**src/rtl/padding_row_sequencer.sv**
```systemverilog
// padding_row_sequencer
//   Walks padding_top through one channel-plane of IMG_H rows: fetches each
//   row from the line/feature memory, drives padding_top's en/count/
//   imgDataValid/wait_en, and hands every completed 3-row window to the 3x3
//   conv stage over a valid/ready handshake. After the last row a single
//   all-zero row is pushed in to form the bottom-padded final window.
//
//   Optional feature (compile-time macro PAD_SEQ_STALL_CNT_EN):
//     defined     -> stall_cycles_o counts cycles where a window is offered
//                    but not accepted; cleared on an accepted start,
//                    saturating at 2^32-1 and holding its value after the
//                    frame ends.
//     not defined -> stall_cycles_o is tied to zero.

module padding_row_sequencer #(
    parameter int IMG_H  = 416,
    parameter int CNT_W  = 9,
    parameter int ADDR_W = 9
) (
    input  logic              clk_i,
    input  logic              reset_i,
    input  logic              start_i,
    input  logic              abort_i,
    output logic              rd_req_o,
    output logic [ADDR_W-1:0] rd_addr_o,
    input  logic              rd_ack_i,
    input  logic              rd_valid_i,
    output logic              pad_en_o,
    output logic [CNT_W-1:0]  pad_count_o,
    output logic              pad_img_valid_o,
    output logic              pad_wait_en_o,
    output logic              pad_zero_o,
    output logic              win_valid_o,
    input  logic              win_ready_i,
    output logic [CNT_W-1:0]  win_row_o,
    output logic              busy_o,
    output logic              frame_done_o,
    output logic [31:0]       stall_cycles_o
);

    // Frame sequencing states.
    //   IDLE  : waiting for start
    //   REQ   : row read request outstanding until the memory acks it
    //   DATA  : waiting for the requested row to appear on the data bus
    //   WIN   : window (rows row_idx-2..row_idx) offered to the conv stage
    //   FLUSH : one cycle pushing an all-zero row in as bottom padding
    //   WINL  : final, bottom-padded window offered to the conv stage
    //   DONE  : one-cycle end-of-frame pulse
    typedef enum logic [2:0] {
        S_IDLE,
        S_REQ,
        S_DATA,
        S_WIN,
        S_FLUSH,
        S_WINL,
        S_DONE
    } state_t;

    localparam logic [CNT_W-1:0] LAST_ROW  = CNT_W'(IMG_H - 1);
    localparam logic [CNT_W-1:0] FLUSH_CNT = CNT_W'(IMG_H);

    state_t              state_q;
    logic [CNT_W-1:0]    row_idx_q;
    logic                rd_req_q;
    logic [ADDR_W-1:0]   rd_addr_q;
    logic                pad_en_q;
    logic [CNT_W-1:0]    pad_count_q;
    logic                pad_zero_q;
    logic                win_valid_q;
    logic [CNT_W-1:0]    win_row_q;
    logic                frame_done_q;

    logic [CNT_W-1:0]    row_inc;

    assign row_inc = row_idx_q + CNT_W'(1);

    // Frame FSM with registered outputs; every output is loaded on the
    // transition into the state that owns it, so it is clean from the flop.
    // NOTE: sequential state is only ever written with <= so every flop in
    // this block samples the pre-edge values of its neighbours.
    always_ff @(posedge clk_i) begin
        // NOTE: abort shares the reset branch so it wins over every other
        // transition, including a start in the same cycle.
        if (reset_i || abort_i) begin
            state_q      <= S_IDLE;
            row_idx_q    <= '0;
            rd_req_q     <= 1'b0;
            rd_addr_q    <= '0;
            pad_en_q     <= 1'b0;
            pad_count_q  <= '0;
            pad_zero_q   <= 1'b0;
            win_valid_q  <= 1'b0;
            win_row_q    <= '0;
            frame_done_q <= 1'b0;
        end else begin
            case (state_q)
                S_IDLE: begin
                    if (start_i) begin
                        state_q     <= S_REQ;
                        row_idx_q   <= '0;
                        pad_en_q    <= 1'b1;
                        rd_req_q    <= 1'b1;
                        rd_addr_q   <= '0;
                        pad_count_q <= '0;
                    end
                end

                S_REQ: begin
                    // Request stays up, address stable, until accepted.
                    if (rd_ack_i) begin
                        state_q  <= S_DATA;
                        rd_req_q <= 1'b0;
                    end
                end

                S_DATA: begin
                    if (rd_valid_i) begin
                        if (row_idx_q == '0) begin
                            // First row alone cannot form a window; fetch
                            // the second one straight away.
                            state_q     <= S_REQ;
                            row_idx_q   <= row_inc;
                            rd_req_q    <= 1'b1;
                            rd_addr_q   <= ADDR_W'(row_inc);
                            pad_count_q <= row_inc;
                        end else begin
                            state_q     <= S_WIN;
                            win_valid_q <= 1'b1;
                            win_row_q   <= row_idx_q - CNT_W'(1);
                        end
                    end
                end

                S_WIN: begin
                    if (win_ready_i) begin
                        win_valid_q <= 1'b0;
                        if (row_idx_q == LAST_ROW) begin
                            state_q     <= S_FLUSH;
                            pad_count_q <= FLUSH_CNT;
                            pad_zero_q  <= 1'b1;
                        end else begin
                            state_q     <= S_REQ;
                            row_idx_q   <= row_inc;
                            rd_req_q    <= 1'b1;
                            rd_addr_q   <= ADDR_W'(row_inc);
                            pad_count_q <= row_inc;
                        end
                    end
                end

                S_FLUSH: begin
                    // Exactly one zero-row cycle, no memory traffic.
                    state_q     <= S_WINL;
                    pad_zero_q  <= 1'b0;
                    win_valid_q <= 1'b1;
                    win_row_q   <= LAST_ROW;
                end

                S_WINL: begin
                    if (win_ready_i) begin
                        state_q      <= S_DONE;
                        win_valid_q  <= 1'b0;
                        win_row_q    <= '0;
                        pad_count_q  <= '0;
                        rd_addr_q    <= '0;
                        frame_done_q <= 1'b1;
                    end
                end

                S_DONE: begin
                    state_q      <= S_IDLE;
                    row_idx_q    <= '0;
                    pad_en_q     <= 1'b0;
                    frame_done_q <= 1'b0;
                end

                default: begin
                    state_q <= S_IDLE;
                end
            endcase
        end
    end

    assign rd_req_o     = rd_req_q;
    assign rd_addr_o    = rd_addr_q;
    assign pad_en_o     = pad_en_q;
    assign pad_count_o  = pad_count_q;
    assign pad_zero_o   = pad_zero_q;
    assign win_valid_o  = win_valid_q;
    assign win_row_o    = win_row_q;
    assign frame_done_o = frame_done_q;

    // imgDataValid must line up with the data beat itself, so it follows
    // rd_valid combinationally while a row is awaited; the zero row is
    // always valid during FLUSH. rd_valid in any other state is ignored.
    assign pad_img_valid_o = ((state_q == S_DATA) && rd_valid_i) || (state_q == S_FLUSH);

    // Rows in padding_top are frozen while the conv stage back-pressures.
    assign pad_wait_en_o = win_valid_q && !win_ready_i;

    assign busy_o = (state_q != S_IDLE);

`ifdef PAD_SEQ_STALL_CNT_EN
    logic [31:0] stall_q;
    logic        start_accept;

    assign start_accept = (state_q == S_IDLE) && start_i;

    // Back-pressure counter: cleared on an accepted start, saturating.
    always_ff @(posedge clk_i) begin
        if (reset_i || abort_i) begin
            stall_q <= '0;
        end else if (start_accept) begin
            stall_q <= '0;
        end else if (win_valid_q && !win_ready_i && (stall_q != '1)) begin
            stall_q <= stall_q + 32'd1;
        end
    end

    assign stall_cycles_o = stall_q;
`else
    assign stall_cycles_o = '0;
`endif

endmodule

```
**config.mk**
```make
export PLATFORM = sky130hd
export DESIGN_NAME = padding_row_sequencer
export DESIGN_NICKNAME = d
export VERILOG_FILES = /design/src/rtl/padding_row_sequencer.sv
export SDC_FILE = /design/constraint.sdc
export NUM_CORES = 1
export LEC_CHECK = 0
export CAP_MARGIN = 30
export CORE_MARGIN = 5
export CORE_UTILIZATION = 37
export DETAILED_ROUTE_END_ITERATION = 7
export PLACE_DENSITY = 0.74
export SYNTH_ARGS = -nofsm -noshare
export SYNTH_HDL_FRONTEND = slang
export SYNTH_SLANG_ARGS = --single-unit
```
**constraint.sdc**
```tcl
create_clock -name clk_i -period 2.31 [get_ports clk_i]
set_clock_uncertainty 0.15 [all_clocks]
set_input_delay 0.3465 -clock clk_i [delete_from_list [all_inputs] [get_ports clk_i]]
set_output_delay 0.3465 -clock clk_i [all_outputs]
set_load 0.01 [all_outputs]
```
==> qor.txt, run 1 <==
Setup TNS Final = 0 ps
Leakage = 1.35 nW
Distinct cell type count after synthesis = 58
Design area = 0.00313 mm^2
Max Clock Freq = 452 MHz
Cell Area, Placed = 0.00296 mm^2
Sequential share of the synthesized area = 0.356
Total GRT Usage = 0.141
Startpoint Class = register
Final antenna-violating net count = 0
Clock power frac = 0.397
Post-Route WL = 5860 um
Asr flop ratio synth = 0
DR pass1 iterations = 4
Setup crit end kind = register
Vias in the first global route = 2056
CTS max path bufs = 2
RSZ-0062 raised after global routing = yes
H-tree levels = 2
Critical path data required time = 2360 ps
Area leader, netlist = dfxtp_1
Total power = 1.56 mW
Die ar. = 0.00843 mm^2
Top-area cell type share of the netlist area = 0.356
Die height = 91.8 um
Final worst setup slack = 98.4 ps
Finished Core Util = 0.487
DP HPWL = 4340 um
Clock Latency Late Sink = 300 ps
Grt ovf = 0
RD Place Congestion = 0.848
Actual slew at the worst max-slew pin = 580 ps
Dpl cells = 406
Placement row count = 29
Outcome = completed
Most frequent cells in the layout = 44 x dfxtp_1, 39 x clkdlybuf4s50_1, 32 x conb_1, 24 x buf_4, 16 x a21oi_1
Final non-filler cell total = 414
Die width = 91.8 um
Starting Density = 0.386
Multi-input logic area = 0.00136 mm^2
I/O Pins = 74
Final Max Tran Viols = 0
Logic pwr share = 0.112
Power Internal = 1.16 mW
Via count = 2109
Most common cell after layout, fill and taps aside = dfxtp_1
Synth area leaders = dfxtp_1 36%, buf_4 9.7%, a21o_1 3.6%
Port-buffer cells = 41
Ys flop type = dfxtp_1
DR WL/cell = 14.2 um
Synthesized netlist cell count = 281
Final hold vios = 0
Power Density = 499 mW/mm^2
Switch share = 0.259
CTS tree = done
Yosys warning total = 0
Final setup viols = 0
First-pass GRT wire length = 9920 um
Mean Syn Cell Area = 8.82 um^2
Synth Register Bits = 44
Fillers = 606
Initial antenna violation count = 0
Clock Tree Root = clkbuf_8
Cell Area, Synth = 0.00248 mm^2
Core area = 0.00642 mm^2
Critical Path Fanout Max = 7
Maxcap violations = 0
Fin Hold WS = 299 ps
P_sw = 405 uW
Drc violations = 0
N_diodes = 0
Seq. cell area = 881 um^2
Reg power frac = 0.492
Slew HR = 0.613
Clock sinks = 44
Place WS = -207 ps
Critical path arrival = 2260 ps
Crit path kind = register to register
Vias/cell = 5.09
Syn-to-layout area delta = 26.3%
Reg clk slew, reported paths = 90 ps
Number of synthesized flops with an enable pin = 0
DR iter-0 viols = 187
Layout cells sized above 1 = 0.175
Worst IR drop on VDD = 0.000448 V
Num CTS Buffers = 5
Worst Hold Class = register to register
Final net count = 345
Largest net degree at the start of global routing = 22
Tcrit/Tclk final = 0.957
Final worst path period need = 2210 ps
==> synth_stat cells, drive strengths merged, types with 2 or more instances <==
master	n
a22o	3
nand4	3
nand2	13
o41ai	2
nor2b	7
a31o	4
nor3	13
or4	2
a21o	12
clkbuf	9
a21oi	16
xnor2	5
dfxtp	44
o211ai	3
nor2	16
or3	4
buf	43
mux2i	3
nand2b	5
or4b	2
xor2	4
o221ai	2
ha	2
inv	9
and2	2
o31ai	4
nand3	13
a31oi	3
o21ai	12
a211oi	5
==> state kept, by name, summed over array words and instances, names as in the netlist <==
name / cells
frame_done_o: 1
pad_count_o: 9
pad_en_o: 1
pad_zero_o: 1
rd_addr_o: 9
rd_req_o: 1
row_idx_q: 9
state_q: 3
win_row_o: 9
win_valid_o: 1
==> final timing paths <==
kind | slack (ps) | startpoint | depth (start not counted) | end
hold / removal | 300 | pad_count_o[5] | 2 | pad_count_o[5]
setup / recovery | 100 | row_idx_q[0] | 7 | row_idx_q[0]
setup reg to reg | 100 | row_idx_q[0] | 7 | row_idx_q[0]
hold reg to reg | 300 | pad_count_o[5] | 2 | pad_count_o[5]
==> power by group through the flow <==
stage	Sequential, mW	Clock (mW)	Combinational (mW)
finish	0.767	0.619	0.175
global route	0.768	0.660	0.191
CTS	0.767	0.626	0.169
detailed placement	0.785	0	0.169
global placement	0.785	0	0.168
floorplan	0.787	0	0.150
==> area by class of cell <==
class	instances	area share
timing repair buffer	69	0.206
clock buffer	5	0.0220
sequential	44	0.282
multi-input combinational	207	0.434
inverter	9	0.0108
tap	77	0.0308
clock inverter	3	0.0148
==> cells by family (layout without fill, tap and decap cells) <==
group           after synthesis  in the layout  synth area share
buf+inv                      61             86             0.159
fa+ha+maj                     2              2            0.0101
simple gates                 86             86             0.207
compound gates               74             74             0.219
mux                           4              4            0.0167
flops                        44             44             0.356
xor+xnor                      9              9            0.0318
other cells                   1             32           0.00151
==> repair_timing <==
action | in CTS | in global routing
hold buffers | 0 | 0
pin swaps | 1 | 4
buffers inserted | 0 | 0
resized for setup | 2 | 13
setup endpoints to repair | 4 | 19
==> critical path: stages (launching register included) <==
cell      delay [ps]
dfxtp_1          320
inv_1             50
ha_1             170
or4b_4           510
o211ai_4         260
o211ai_2         160
and2_1           280
a21o_1           210
==> metal layers <==
layer	vias up	global-route usage	wire length, um
met5	-	0	0
met4	0	0.0433	51
met3	5	0.0352	383
met2	79	0.235	2830
met1	983	0.179	2600
li1	1042	-	-
(Power assumes the default switching activity.)
==> inputs of run 2 (changes only) <==
--- a/config.mk
+++ b/config.mk
@@ -5,6 +5,7 @@
 export SDC_FILE = /design/constraint.sdc
 export NUM_CORES = 1
 export LEC_CHECK = 0
+export ABC_CLOCK_PERIOD_IN_PS = 2310
 export CAP_MARGIN = 30
 export CORE_MARGIN = 5
 export CORE_UTILIZATION = 37
==> results of run 2 <==
The final DEF is identical to that of run 1; final timing and power are the same.
==> inputs of run 3 (changes only) <==
--- a/config.mk
+++ b/config.mk
@@ -7,7 +7,7 @@
 export LEC_CHECK = 0
 export ABC_CLOCK_PERIOD_IN_PS = 2310
 export CAP_MARGIN = 30
-export CORE_MARGIN = 5
+export CORE_MARGIN = 1
 export CORE_UTILIZATION = 37
 export DETAILED_ROUTE_END_ITERATION = 7
 export PLACE_DENSITY = 0.74
==> run 3 against run 2 <==
Compared with the run above: routed wire length down 7.1%; non-clock buffer count up 1; critical path type unchanged; utilization decreased by 0.097 points; the flow now finishes with violations (design-rule violations).
==> qor.txt, run 3 (same netlist as run 1, synthesis figures left out) <==
Outcome = finished with violations
Failing checks = design-rule violations
Slowest cell on the critical path = or4b_4
Vias in the first global route = 1960
Worst IR drop on VDD = 0.000371 V
Largest net degree at the start of global routing = 22
Critical-path cell list = inv_1 -> ha_1 -> or4b_4 -> o211ai_4 -> nand4_2 -> buf_6 -> nor3_4 -> a31o_1
Finished Core Util = 0.486
Fillers = 608
Num CTS Buffers = 5
N_diodes = 0
Post-Route WL = 5450 um
CTS tree = done
Final worst setup slack = 83.0 ps
Drc violations = 12
Final setup viols = 0
Most common cell after layout, fill and taps aside = dfxtp_1
Delay of the slowest critical-path stage = 520 ps
First-pass GRT wire length = 9270 um
Clock sinks = 44
Final hold vios = 0
RSZ-0062 raised after global routing = yes
Setup crit end kind = register
Critical Path Fanout Max = 10
Layout cells sized above 1 = 0.181
Crit path kind = register to register
Core area = 0.00642 mm^2
Die width = 83.8 um
Via count = 2106
Tcrit/Tclk final = 0.964
Reg clk slew, reported paths = 80 ps
Syn-to-layout area delta = 26.0%
Critical path arrival = 2330 ps
Die height = 83.8 um
DR pass1 iterations = 6
Clock Tree Root = clkbuf_8
I/O Pins = 74
Maxcap violations = 0
Clock Latency Late Sink = 300 ps
Max Clock Freq = 449 MHz
Place WS = -198 ps
Critical path data required time = 2410 ps
Starting Density = 0.386
Slew HR = 0.557
DR WL/cell = 13.2 um
Initial antenna violation count = 0
Placement row count = 29
Vias/cell = 5.09
Startpoint Class = register
Fin Hold WS = 301 ps
Total GRT Usage = 0.163
Final Max Tran Viols = 0
H-tree levels = 2
Most frequent cells in the layout = 44 x dfxtp_1, 40 x clkdlybuf4s50_1, 32 x conb_1, 26 x buf_4, 16 x a21oi_1
Grt ovf = 0
Die ar. = 0.00703 mm^2
Final antenna-violating net count = 0
CTS max path bufs = 2
Final worst path period need = 2230 ps
RD Place Congestion = 0.867
Final net count = 346
DR iter-0 viols = 160
Port-buffer cells = 41
Worst Hold Class = register to register
DP HPWL = 4050 um
Leakage = 1.34 nW
Power Density = 452 mW/mm^2
Actual slew at the worst max-slew pin = 663 ps
[run 3: changes by cell type in the layout (fill, tap and decap cells not counted), sizes merged]
cell / previous run / this run
bufinv: 1 / 0
buf: 28 / 29
dlygate4sd2: 1 / 0
inv: 10 / 9
clkdlybuf4s50: 39 / 40
clkinv: 0 / 1
[run 3: final cells by class]
type | instances | area, um^2 | share of cell area
inverter | 9 | 33.8 | 0.0108
multi-input combinational | 207 | 1370 | 0.439
clock inverter | 2 | 12.5 | 0.00401
sequential | 44 | 881 | 0.282
tap | 77 | 96.3 | 0.0309
clock buffer | 5 | 68.8 | 0.0220
timing repair buffer | 70 | 659 | 0.211
[run 3: worst paths after layout]
| path | start | to | slack, ps | cells past startpoint |
|---|---|---|---|---|
| setup / recovery | row_idx_q[0] | pad_count_o[4] | 80 | 8 |
| hold / removal | pad_count_o[5] | pad_count_o[5] | 300 | 2 |
| setup reg to reg | row_idx_q[0] | pad_count_o[4] | 80 | 8 |
| hold reg to reg | pad_count_o[5] | pad_count_o[5] | 300 | 2 |
[run 3: layer usage]
metal  part of all wire  routed length [um]  vias up  track usage
met5                  0                   0        -            0
met4             0.0088                  48        0       0.0721
met3              0.057                 310        6       0.0366
met2               0.48                2630       73        0.266
met1               0.45                2460      977        0.205
li1                   -                   -     1050            -
[run 3: where the power goes]
| part | switching (mW) | internal [mW] | total, mW |
|---|---|---|---|
| Sequential | 0.00360 | 0.764 | 0.767 |
| Clock | 0.260 | 0.205 | 0.465 |
| Combinational | 0.110 | 0.0704 | 0.180 |
| Total | 0.374 | 1.04 | 1.41 |
[run 3: worst max-delay path: cells and delay by family, from the launching register on]
kind	cells	cell delay, ps
adders and majority gates	1	170
and+or+nand+nor	3	920
buffers and inverters	2	240
DFF	1	320
AOI/OAI and AO/OA	2	380
[run 3: repair_timing]
action	CTS	global route
pin swaps	0	2
gates resized for setup	1	14
setup buffers	0	1
endpoints found under the setup margin	14	24
hold buffers	0	0
[run 3: stage by stage]
step	TNS (ps)	power (mW)	std cells	area, um^2
2_1_floorplan	0	0.936	312	2590
3_3_place_gp	-2480	0.957	406	2980
3_5_place_dp	-3190	0.959	406	2980
4_1_cts	0	1.42	413	3060
5_1_grt	-71.9	1.47	414	3120
6_report	0	1.41	414	3120
